[config.mk]
export PLATFORM = sky130hd
export DESIGN_NAME = osd_num_overlay
export DESIGN_NICKNAME = d
export VERILOG_FILES = /design/src/rtl/osd_num_overlay.sv
export SDC_FILE = /design/constraint.sdc
export NUM_CORES = 1
export LEC_CHECK = 0
export ABC_AREA = 1
export CORE_MARGIN = 1.5
export CORE_UTILIZATION = 55
export DETAILED_ROUTE_END_ITERATION = 8
export HOLD_SLACK_MARGIN = 0.05
export PLACE_DENSITY = 0.88
export SYNTH_ARGS = -nofsm -noshare
export SYNTH_HDL_FRONTEND = slang
export SYNTH_SLANG_ARGS = --single-unit
[constraint.sdc]
create_clock -name aclk -period 6.7 [get_ports aclk]
set_input_delay 1.34 -clock aclk [delete_from_list [all_inputs] [get_ports aclk]]
set_output_delay 1.34 -clock aclk [all_outputs]
set_load 0.005 [all_outputs]
[src/rtl/osd_num_overlay.sv]
`default_nettype none
// ============================================================================
//  Module      : osd_num_overlay
//  Description : Renders a 12-bit value as three 7-segment hex digits on top
//                of an RGB pixel stream at a programmable position and colour.
//                Non-overlay pixels pass through with a fixed 2-cycle latency.
//  Ports       : aclk/aresetn       clock, async active-low reset
//                osd_ip_en          overlay enable (shadowed at frame start)
//                osd_ip_rstn        synchronous active-low soft reset pulse
//                coordinate         {y0[31:16], x0[15:0]} of digit box
//                rgb_color          overlay colour {R,G,B}
//                osd_num            value shown, [11:8] leftmost digit
//                h_res/v_res        active pixels per line / lines per frame
//                frame_start_i      one-cycle frame start pulse
//                data_valid_i,r/g/b_i   input pixel stream
//                data_valid_o,r/g/b_o   output pixel stream
//  Revision    : 1.0  initial release
// ============================================================================
module osd_num_overlay #(
  parameter int G_DATA_WIDTH = 8,
  parameter int SCALE_LOG2   = 1
) (
  input  logic                    aclk,
  input  logic                    aresetn,
  input  logic                    osd_ip_en,
  input  logic                    osd_ip_rstn,
  input  logic [31:0]             coordinate,
  input  logic [23:0]             rgb_color,
  input  logic [11:0]             osd_num,
  input  logic [15:0]             h_res,
  input  logic [15:0]             v_res,
  input  logic                    frame_start_i,
  input  logic                    data_valid_i,
  input  logic [G_DATA_WIDTH-1:0] r_i,
  input  logic [G_DATA_WIDTH-1:0] g_i,
  input  logic [G_DATA_WIDTH-1:0] b_i,
  output logic                    data_valid_o,
  output logic [G_DATA_WIDTH-1:0] r_o,
  output logic [G_DATA_WIDTH-1:0] g_o,
  output logic [G_DATA_WIDTH-1:0] b_o
);

  localparam logic [15:0] BOX_W = 16'(24 << SCALE_LOG2);
  localparam logic [15:0] BOX_H = 16'(8 << SCALE_LOG2);

  // --------------------------------------------------------------------------
  // Shadow registers. The _d values double as the "effective" settings for
  // the current pixel, so a pixel coincident with frame_start_i already sees
  // the newly latched configuration.
  // --------------------------------------------------------------------------
  logic        en_q,    en_d;
  logic [15:0] x0_q,    x0_d;
  logic [15:0] y0_q,    y0_d;
  logic [23:0] color_q, color_d;
  logic [11:0] num_q,   num_d;
  logic [15:0] hres_q,  hres_d;
  logic [15:0] vres_q,  vres_d;

  always_comb begin
    en_d    = en_q;
    x0_d    = x0_q;
    y0_d    = y0_q;
    color_d = color_q;
    num_d   = num_q;
    hres_d  = hres_q;
    vres_d  = vres_q;
    if (frame_start_i) begin
      en_d    = osd_ip_en;
      x0_d    = coordinate[15:0];
      y0_d    = coordinate[31:16];
      color_d = rgb_color;
      num_d   = osd_num;
      hres_d  = h_res;
      vres_d  = v_res;
    end
  end

  // --------------------------------------------------------------------------
  // Pixel position counters
  // --------------------------------------------------------------------------
  logic [15:0] h_cnt_q, h_cnt_d;
  logic [15:0] v_cnt_q, v_cnt_d;
  logic [15:0] w_h_cur;
  logic [15:0] w_v_cur;

  // Position of the pixel presented this cycle.
  assign w_h_cur = frame_start_i ? 16'd0 : h_cnt_q;
  assign w_v_cur = frame_start_i ? 16'd0 : v_cnt_q;

  always_comb begin
    h_cnt_d = w_h_cur;
    v_cnt_d = w_v_cur;
    if (!osd_ip_rstn) begin
      h_cnt_d = 16'd0;
      v_cnt_d = 16'd0;
    end else if (data_valid_i) begin
      if (w_h_cur == 16'(hres_d - 16'd1)) begin
        h_cnt_d = 16'd0;
        if (w_v_cur == 16'(vres_d - 16'd1)) begin
          v_cnt_d = 16'd0;
        end else begin
          v_cnt_d = w_v_cur + 16'd1;
        end
      end else begin
        h_cnt_d = w_h_cur + 16'd1;
      end
    end
  end

  // --------------------------------------------------------------------------
  // Box / glyph decode for the current pixel
  // --------------------------------------------------------------------------
  logic [16:0] w_dx;
  logic [16:0] w_dy;
  logic        w_in_box;
  logic [1:0]  w_dig;
  logic [2:0]  w_col;
  logic [2:0]  w_row;
  logic [3:0]  w_nibble;
  logic [6:0]  w_seg;
  logic        w_c_mid;
  logic        w_r_top;
  logic        w_r_bot;
  logic        w_lit;
  logic        w_hit;

  // 17-bit differences: bit 16 set means the pixel lies left of / above the box.
  assign w_dx     = {1'b0, w_h_cur} - {1'b0, x0_d};
  assign w_dy     = {1'b0, w_v_cur} - {1'b0, y0_d};
  assign w_in_box = !w_dx[16] && (w_dx[15:0] < BOX_W) &&
                    !w_dy[16] && (w_dy[15:0] < BOX_H);

  assign w_dig = w_dx[3+SCALE_LOG2 +: 2];
  assign w_col = w_dx[SCALE_LOG2 +: 3];
  assign w_row = w_dy[SCALE_LOG2 +: 3];

  always_comb begin
    case (w_dig)
      2'd0:    w_nibble = num_d[11:8];
      2'd1:    w_nibble = num_d[7:4];
      default: w_nibble = num_d[3:0];
    endcase
  end

  // Segment bits: [6]=a [5]=b [4]=c [3]=d [2]=e [1]=f [0]=g
  function automatic logic [6:0] seg_map(input logic [3:0] d);
    case (d)
      4'h0:    seg_map = 7'b1111110;
      4'h1:    seg_map = 7'b0110000;
      4'h2:    seg_map = 7'b1101101;
      4'h3:    seg_map = 7'b1111001;
      4'h4:    seg_map = 7'b0110011;
      4'h5:    seg_map = 7'b1011011;
      4'h6:    seg_map = 7'b1011111;
      4'h7:    seg_map = 7'b1110000;
      4'h8:    seg_map = 7'b1111111;
      4'h9:    seg_map = 7'b1111011;
      4'hA:    seg_map = 7'b1110111;
      4'hB:    seg_map = 7'b0011111;
      4'hC:    seg_map = 7'b1001110;
      4'hD:    seg_map = 7'b0111101;
      4'hE:    seg_map = 7'b1001111;
      default: seg_map = 7'b1000111;
    endcase
  endfunction

  assign w_seg   = seg_map(w_nibble);
  assign w_c_mid = (w_col >= 3'd1) && (w_col <= 3'd4);
  assign w_r_top = (w_row == 3'd1) || (w_row == 3'd2);
  assign w_r_bot = (w_row == 3'd4) || (w_row == 3'd5);

  // Column 6-7 and row 7 never match any term below, so they stay background.
  assign w_lit = (w_seg[6] && (w_row == 3'd0) && w_c_mid) ||
                 (w_seg[5] && (w_col == 3'd5) && w_r_top) ||
                 (w_seg[4] && (w_col == 3'd5) && w_r_bot) ||
                 (w_seg[3] && (w_row == 3'd6) && w_c_mid) ||
                 (w_seg[2] && (w_col == 3'd0) && w_r_bot) ||
                 (w_seg[1] && (w_col == 3'd0) && w_r_top) ||
                 (w_seg[0] && (w_row == 3'd3) && w_c_mid);

  assign w_hit = w_in_box && w_lit && en_d &&
                 (hres_d != 16'd0) && (vres_d != 16'd0);

  // --------------------------------------------------------------------------
  // Stage 1: pixel, valid, hit and the colour in force for that pixel
  // --------------------------------------------------------------------------
  logic                    vld1_q, vld1_d;
  logic                    hit1_q, hit1_d;
  logic [23:0]             col1_q, col1_d;
  logic [G_DATA_WIDTH-1:0] r1_q, r1_d;
  logic [G_DATA_WIDTH-1:0] g1_q, g1_d;
  logic [G_DATA_WIDTH-1:0] b1_q, b1_d;

  always_comb begin
    vld1_d = osd_ip_rstn && data_valid_i;
    hit1_d = hit1_q;
    col1_d = col1_q;
    r1_d   = r1_q;
    g1_d   = g1_q;
    b1_d   = b1_q;
    if (data_valid_i) begin
      hit1_d = w_hit;
      col1_d = color_d;
      r1_d   = r_i;
      g1_d   = g_i;
      b1_d   = b_i;
    end
  end

  // Overlay colour aligned to the MSBs of each component.
  logic [G_DATA_WIDTH-1:0] w_fg_r;
  logic [G_DATA_WIDTH-1:0] w_fg_g;
  logic [G_DATA_WIDTH-1:0] w_fg_b;

  generate
    if (G_DATA_WIDTH == 8) begin : g_fg_eq
      assign w_fg_r = col1_q[23:16];
      assign w_fg_g = col1_q[15:8];
      assign w_fg_b = col1_q[7:0];
    end else if (G_DATA_WIDTH > 8) begin : g_fg_wide
      assign w_fg_r = {col1_q[23:16], {(G_DATA_WIDTH-8){1'b0}}};
      assign w_fg_g = {col1_q[15:8],  {(G_DATA_WIDTH-8){1'b0}}};
      assign w_fg_b = {col1_q[7:0],   {(G_DATA_WIDTH-8){1'b0}}};
    end else begin : g_fg_narrow
      assign w_fg_r = col1_q[23 -: G_DATA_WIDTH];
      assign w_fg_g = col1_q[15 -: G_DATA_WIDTH];
      assign w_fg_b = col1_q[7  -: G_DATA_WIDTH];
    end
  endgenerate

  // --------------------------------------------------------------------------
  // Stage 2: output mux; data only moves when a valid pixel is delivered
  // --------------------------------------------------------------------------
  logic                    vld_o_q, vld_o_d;
  logic [G_DATA_WIDTH-1:0] r_o_q, r_o_d;
  logic [G_DATA_WIDTH-1:0] g_o_q, g_o_d;
  logic [G_DATA_WIDTH-1:0] b_o_q, b_o_d;

  always_comb begin
    vld_o_d = osd_ip_rstn && vld1_q;
    r_o_d   = r_o_q;
    g_o_d   = g_o_q;
    b_o_d   = b_o_q;
    if (vld_o_d) begin
      r_o_d = hit1_q ? w_fg_r : r1_q;
      g_o_d = hit1_q ? w_fg_g : g1_q;
      b_o_d = hit1_q ? w_fg_b : b1_q;
    end
  end

  always_ff @(posedge aclk or negedge aresetn) begin
    if (!aresetn) begin
      en_q    <= 1'b0;
      x0_q    <= '0;
      y0_q    <= '0;
      color_q <= '0;
      num_q   <= '0;
      hres_q  <= '0;
      vres_q  <= '0;
      h_cnt_q <= '0;
      v_cnt_q <= '0;
      vld1_q  <= 1'b0;
      hit1_q  <= 1'b0;
      col1_q  <= '0;
      r1_q    <= '0;
      g1_q    <= '0;
      b1_q    <= '0;
      vld_o_q <= 1'b0;
      r_o_q   <= '0;
      g_o_q   <= '0;
      b_o_q   <= '0;
    end else begin
      en_q    <= en_d;
      x0_q    <= x0_d;
      y0_q    <= y0_d;
      color_q <= color_d;
      num_q   <= num_d;
      hres_q  <= hres_d;
      vres_q  <= vres_d;
      h_cnt_q <= h_cnt_d;
      v_cnt_q <= v_cnt_d;
      vld1_q  <= vld1_d;
      hit1_q  <= hit1_d;
      col1_q  <= col1_d;
      r1_q    <= r1_d;
      g1_q    <= g1_d;
      b1_q    <= b1_d;
      vld_o_q <= vld_o_d;
      r_o_q   <= r_o_d;
      g_o_q   <= g_o_d;
      b_o_q   <= b_o_d;
    end
  end

  assign data_valid_o = vld_o_q;
  assign r_o          = r_o_q;
  assign g_o          = g_o_q;
  assign b_o          = b_o_q;

endmodule
`default_nettype wire

# Yosys cells after proc, flatten, opt, wreduce, memory -nomap -nowiden
# Memories as Yosys holds them, arrays and structs flattened.
# Cells that the tools add are included.
# totals
mem_count,1
in_bits,130
romBits,112
regBits,208
# memory_table
name,depth,word_bits,rd,rd_clocked_by_memory_dff,wr,line,source
(no name shown),16,7,1,0,0,147,case (d)
# classes
n_reduce_logical,39
n_addsub,6
n_eq_ne,10
order_cmp,4
mux,20
# op_table
cell,n
2-to-1 mux 16 bit,13
subtractor 16 x 16 -> 17 bit,2
adder 16 x 1 -> 16 bit (second input constant),2
equality test 16 bit,2
nonzero test 16 bit,2
subtractor 16 x 1 -> 16 bit (second input constant),2
logical AND 1 bit,24
2-to-1 mux 24 bit,1
2-to-1 mux 8 bit,3
less-than comparator 16 x 5 -> 1 bit (second input constant),1
less-than comparator 16 x 6 -> 1 bit (second input constant),1
equality test 3 bit (second input constant),4
2-to-1 mux 12 bit,1
logical OR 1 bit,8
one-hot mux 4 bit (2 select lines),1
equality test 3 x 2 -> 1 bit (second input constant),2
logical NOT 3 bit,2
equality test 3 x 1 -> 1 bit (second input constant),1
>= comparator 3 x 1 -> 1 bit (second input constant),1
<= comparator 3 bit (second input constant),1
equality test 2 x 1 -> 1 bit (second input constant),1
logical NOT 1 bit,2
logical NOT 2 bit,1
2-to-1 mux 1 bit,1

# Depth between registers and ports, before layout
# An unclocked memory read counts as a cell.
# logic_depth
depth_word,17
mapped_depth,29
mapped_depth_nobuf,24

# Worst setup path after synthesis
# Ideal clock, no wire load.
# synth_timing
path_type,input port to flip-flop
startpoint,input port frame_start_i
endpoint,register hit1_q
slack_ns,1.886
cell_stages,28
setup_ns,0.117
n_path_buf,5
t_arrival_ns,4.697
required_time_ns,6.583
path_cell_list,inv_2 > buf_6 > buf_6 > buf_4 > clkbuf_1 > clkbuf_1 > or2_2 > o21ai_0 > inv_1 > fa_1 > inv_1 > nand3_1 > nand2_1 > nand2_1 > nand2_1 > inv_1 > nand3_1 > nand2_1 > nor2_1 > ha_1 > nand3_1 > nand3_1 > nand3_1 > nand3_1 > nand2_1 > nand3_1 > nand2_1 > nand2_1
# synth_between
elab_chain_cells,17
word_cells_on_any_way,61
classes_between,2 x add/sub; 4 x order compare; 8 x eq/ne; 9 x mux; 37 x reduce/logical; 1 x memory
# synth_lines
item,line,source
start: declaration,32,"input logic frame_start_i,"
2-to-1 mux 16 bit (*),67,if (frame_start_i) begin
via x0_d[1],52,"logic [15:0] x0_q, x0_d;"
subtractor 16 x 16 -> 17 bit (*),128,"assign w_dx = {1'b0, w_h_cur} - {1'b0, x0_d};"
equality test 2 x 1 -> 1 bit or logical NOT 2 bit (tied branches),138,case (w_dig)
one-hot mux 4 bit (2 select lines),138,
memory read (16 x 7 bit),-,
logical AND 1 bit (on tied branches) (2 in series),"173, 174",
logical OR 1 bit,173,assign w_lit = (w_seg[6] && (w_row == 3'd0) && w_c_mid) ||
logical OR 1 bit,174,(w_seg[5] && (w_col == 3'd5) && w_r_top) ||
logical OR 1 bit,175,(w_seg[4] && (w_col == 3'd5) && w_r_bot) ||
logical OR 1 bit,176,(w_seg[3] && (w_row == 3'd6) && w_c_mid) ||
logical OR 1 bit,177,(w_seg[2] && (w_col == 3'd0) && w_r_bot) ||
logical OR 1 bit,178,(w_seg[1] && (w_col == 3'd0) && w_r_top) ||
logical AND 1 bit (*) (3 in series),181,assign w_hit = w_in_box && w_lit && en_d &&
logical AND 1 bit (*),182,(hres_d != 16'd0) && (vres_d != 16'd0);
end signal: assignment,283,hit1_q <= hit1_d;
end: declaration,188,"logic hit1_q, hit1_d;"
# Mark *: on every way through the listed nets, which the timed path passes. The rest lies on a longest branch.
# A chain may end at the register's enable or synchronous reset.

# Worst setup path after layout
# layout_timing
startpoint,input port frame_start_i
endpoint,register hit1_q
# layout_between
elab_chain_cells,17
word_cells_on_any_way,61
classes_between,2 x add/sub; 4 x order compare; 8 x eq/ne; 9 x mux; 37 x reduce/logical; 1 x memory
# layout_lines
item,line
2-to-1 mux 16 bit (on tied branches),"87, 67"
subtractor 16 x 16 -> 17 bit,128
equality test 2 x 1 -> 1 bit or logical NOT 2 bit (tied branches),138
one-hot mux 4 bit (2 select lines),138
memory read (16 x 7 bit),-
logical AND 1 bit (on tied branches) (2 in series),"173, 174"
logical OR 1 bit,173
logical OR 1 bit,174
logical OR 1 bit,175
logical OR 1 bit,176
logical OR 1 bit,177
logical OR 1 bit,178
logical AND 1 bit (3 in series),181
logical AND 1 bit (*),182
# Mark *: on every way between the ends. The rest lies on a longest branch, timed or not.

==> impl_metrics.ini <==
[status]
status = finished, final reports clean

[layout]
antennaDiodeCount = 0
post-route-util_pct = 66.7
syn_to_final_growth_pct = 19.0
drive_above_1_share_pct = 10.6
finalNetCount = 2119

[clocking]
cts_tree = yes
post-cts-setup-buffers = 0
cts_made_buffers = 24
cts_root_buf = clkbuf_16
cts_resized = 0
clk_latency_ns = 0.53
clk_pin_slew_worst_paths_ns = 0.07
cts_hold_buf = 0
h-tree-depth = 1
cts_max_path_buffers = 3
cts_sinks = 208

[worst_setup_path]
end_kind = flip-flop
cp-start-kind = primary input
path_max_fanout = 64
r2r_end = hit1_q
worst-setup-path-type = in2reg
required_ns = 7.13
r2r_start = x0_q[1]
reg2reg_depth = 21
arrival_ns = 4.98
r2r_setup_slack_ns = 3.40

[placement]
io_buffers = 154
hpwl_mm = 25.0
gp_congestion = 1.00

[route]
wl_met2_mm = 16.4
drtPass1Iterations = 7
met3WireLength_mm = 2.02
drc = 0
top_layer = met4
routed_wirelength_mm = 34.5
drt-met1-wl_mm = 14.9
avgViaCountPerCell = 5.32
detail-route-antenna-nets = 0
drt_iter0_markers = 901
vias = 12100
wire_per_inst_um = 15.1

[synth]
yosys.area.top_type = dfrtp_1
seq_area_frac_synth_pct = 39.4
synth_edf_count = 0
synth_nets = 1986
synth_seq_cells = 208
ys_warn_count = 0
synth_async_sr_flop_share_pct = 100
synthTopCellsByArea = dfrtp_1, nand2_1, inv_1, ha_1, o21ai_0
ys_top_cells_by_count = nand2_1, inv_1, dfrtp_1
synth_cells = 1812
avgSynthCellArea_um2 = 7.28
synth_cell_types = 57
yosysTopAreaCellShare_pct = 39.4
synth_flop_cell = dfrtp_1
synthMostInstantiatedCell = nand2_1
syn-cell-area_mm2 = 0.0132

[power_and_ir_drop]
ir_drop_mv = 0.198
p_sw_share_pct = 29.1
pwr-share-clk_pct = 39.1
pwr-share-seq_pct = 40.8
p_leak_uw = 0.00804
p_switching_uw = 1010
comb_power_share_pct = 20.1
intPower_uw = 2470
pwr_density_cell_mw_per_mm2 = 222

[sta]
fin_crit_sh_pct = 67.9
final.setup.tns_ns = 0
setup_violations = 0
fin_hold_ws_ns = 0.469
drv_slew = 0
max_slew_margin_pct = 32.3
min_period_ns = 4.55
skew_ns = 0.0233
finalHoldViolations = 0
max_freq_mhz = 220
tightest_slew_ns = 1.02
rsz0062_at_grt = false

[die]
rows = 56
die_y_um = 158
die_area_mm2 = 0.0249
die_w_um = 158
ios = 155
core_area_mm2 = 0.0235
start_util_pct = 56.1

[global_route]
globalRouteOverflowTotal = 0
grt_first_pass_wirelength_mm = 56.5
antenna_found_initial = 0
grt_max_degree = 119
track_usage_pct = 28.2
grt_pass1_vias = 11900

[hold_path]
hold_depth = 2
whs_endpoint = color_q[6]
hold_path.class = reg2reg
min_from = color_q[6]

[flow_run]
maxCapViolCount = 0
## critical path, stage by stage
cell	delay, ns
buf_4	0.13
clkinv_2	0.18
buf_4	0.66
nand2_2	0.16
fa_1	0.49
inv_1	0.10
nand3_1	0.09
nand2_1	0.11
nand2_1	0.05
nand2_1	0.22
inv_1	0.11
nand3_1	0.11
nand2_1	0.06
nor2_1	0.29
ha_1	0.30
nand3_1	0.10
nand3_1	0.08
nand3_1	0.09
nand3_1	0.07
nand2_1	0.06
nand3_1	0.06
nand2_1	0.06
nand2_1	0.04
## worst max-delay path by stage
stage | cells after the start | end | slack (ns) | from
3_3_place_gp | 23 | hit1_q | 1.73 | frame_start_i
6_report | 23 | hit1_q | 2.15 | frame_start_i
5_1_grt | 24 | hit1_q | 1.83 | frame_start_i
2_1_floorplan | 28 | hit1_q | 1.89 | frame_start_i
3_5_place_dp | 23 | hit1_q | 1.63 | frame_start_i
4_1_cts | 23 | hit1_q | 2.17 | frame_start_i
## power by group through the flow
stage | Sequential, uW | Clock, uW | Combinational [uW]
after floorplan | 1430 | 0 | 430
after global placement | 1430 | 0 | 675
after detailed placement | 1440 | 0 | 691
after CTS | 1420 | 1380 | 698
after global routing | 1430 | 1430 | 785
final | 1420 | 1360 | 699
## per-stage QoR
step | std cells | cell area (um2) | setup slack [ns] | power (uW)
6_report | 2282 | 15700 | 2.15 | 3480
5_1_grt | 2282 | 15700 | 1.83 | 3640
4_1_cts | 2282 | 15700 | 2.17 | 3490
3_5_place_dp | 2238 | 14900 | 1.63 | 2130
3_3_place_gp | 2238 | 14900 | 1.73 | 2110
2_1_floorplan | 1812 | 13200 | 1.89 | 1860
## logic make-up after synthesis
family,after synthesis,share of synthesized area (%)
and+or+nand+nor,978,33.0
xor gates and xnor gates,51,3.60
buffers and inverters,309,9.76
DFF,208,39.4
AOI/OAI and AO/OA,219,9.65
adders and majority gates,44,4.29
muxes,3,0.228
## sequential cells by signal, summed over array words and instances (netlist names)
name / cells
data_valid_o: 1
num_q: 12
hres_q: 16
r_o: 8
col1_q: 24
vres_q: 16
g1_q: 8
x0_q: 16
b1_q: 8
en_q: 1
y0_q: 16
b_o: 8
h_cnt_q: 16
v_cnt_q: 16
g_o: 8
hit1_q: 1
r1_q: 8
vld1_q: 1
color_q: 24
## routing by layer
metal,track usage (%),vias up
met3,3.18,96
met4,10.7,0
met1,37.1,5635
met5,0,-
met2,47.8,420
li1,-,5982
## cells in the final DEF, fill, tap and decap left out, types with 5 or more instances in the layout
master           netlist  layout
nand3_2               14      14
clkbuf_16              0      24
nand4_1               29      29
or2_1                  6       6
nor3_2                 5       5
nor3_1                15      15
a21oi_1               58      58
inv_2                 32      31
clkinv_2               0       6
xnor2_1               12      12
xor2_1                36      36
o211ai_1              26      26
nor2_1               123     123
o21ai_1                6       6
inv_1                219     219
a31oi_1                5       5
nand3_1               91      91
o21ai_2               13      13
clkdlybuf4s50_1        0     151
dfrtp_1              208     208
nand3b_1               5       5
nand2_2               23      23
nor2_2                10      10
buf_4                  2       8
or2_2                 41      41
nor2_4                 8       8
nand2_1              594     594
ha_1                  42      42
o21ai_0               93      93
## final cells by class
class                           instances  area, um2
Clock buffer                           30        653
Tap cell                              319        399
Clock inverter                         14        175
Multi-Input combinational cell       1295       6700
Fill cell                            1990       7840
Timing Repair Buffer                  162       1610
Inverter                              254        955
Sequential cell                       208       5200
Note: power is estimated with default switching activity, not from simulation.
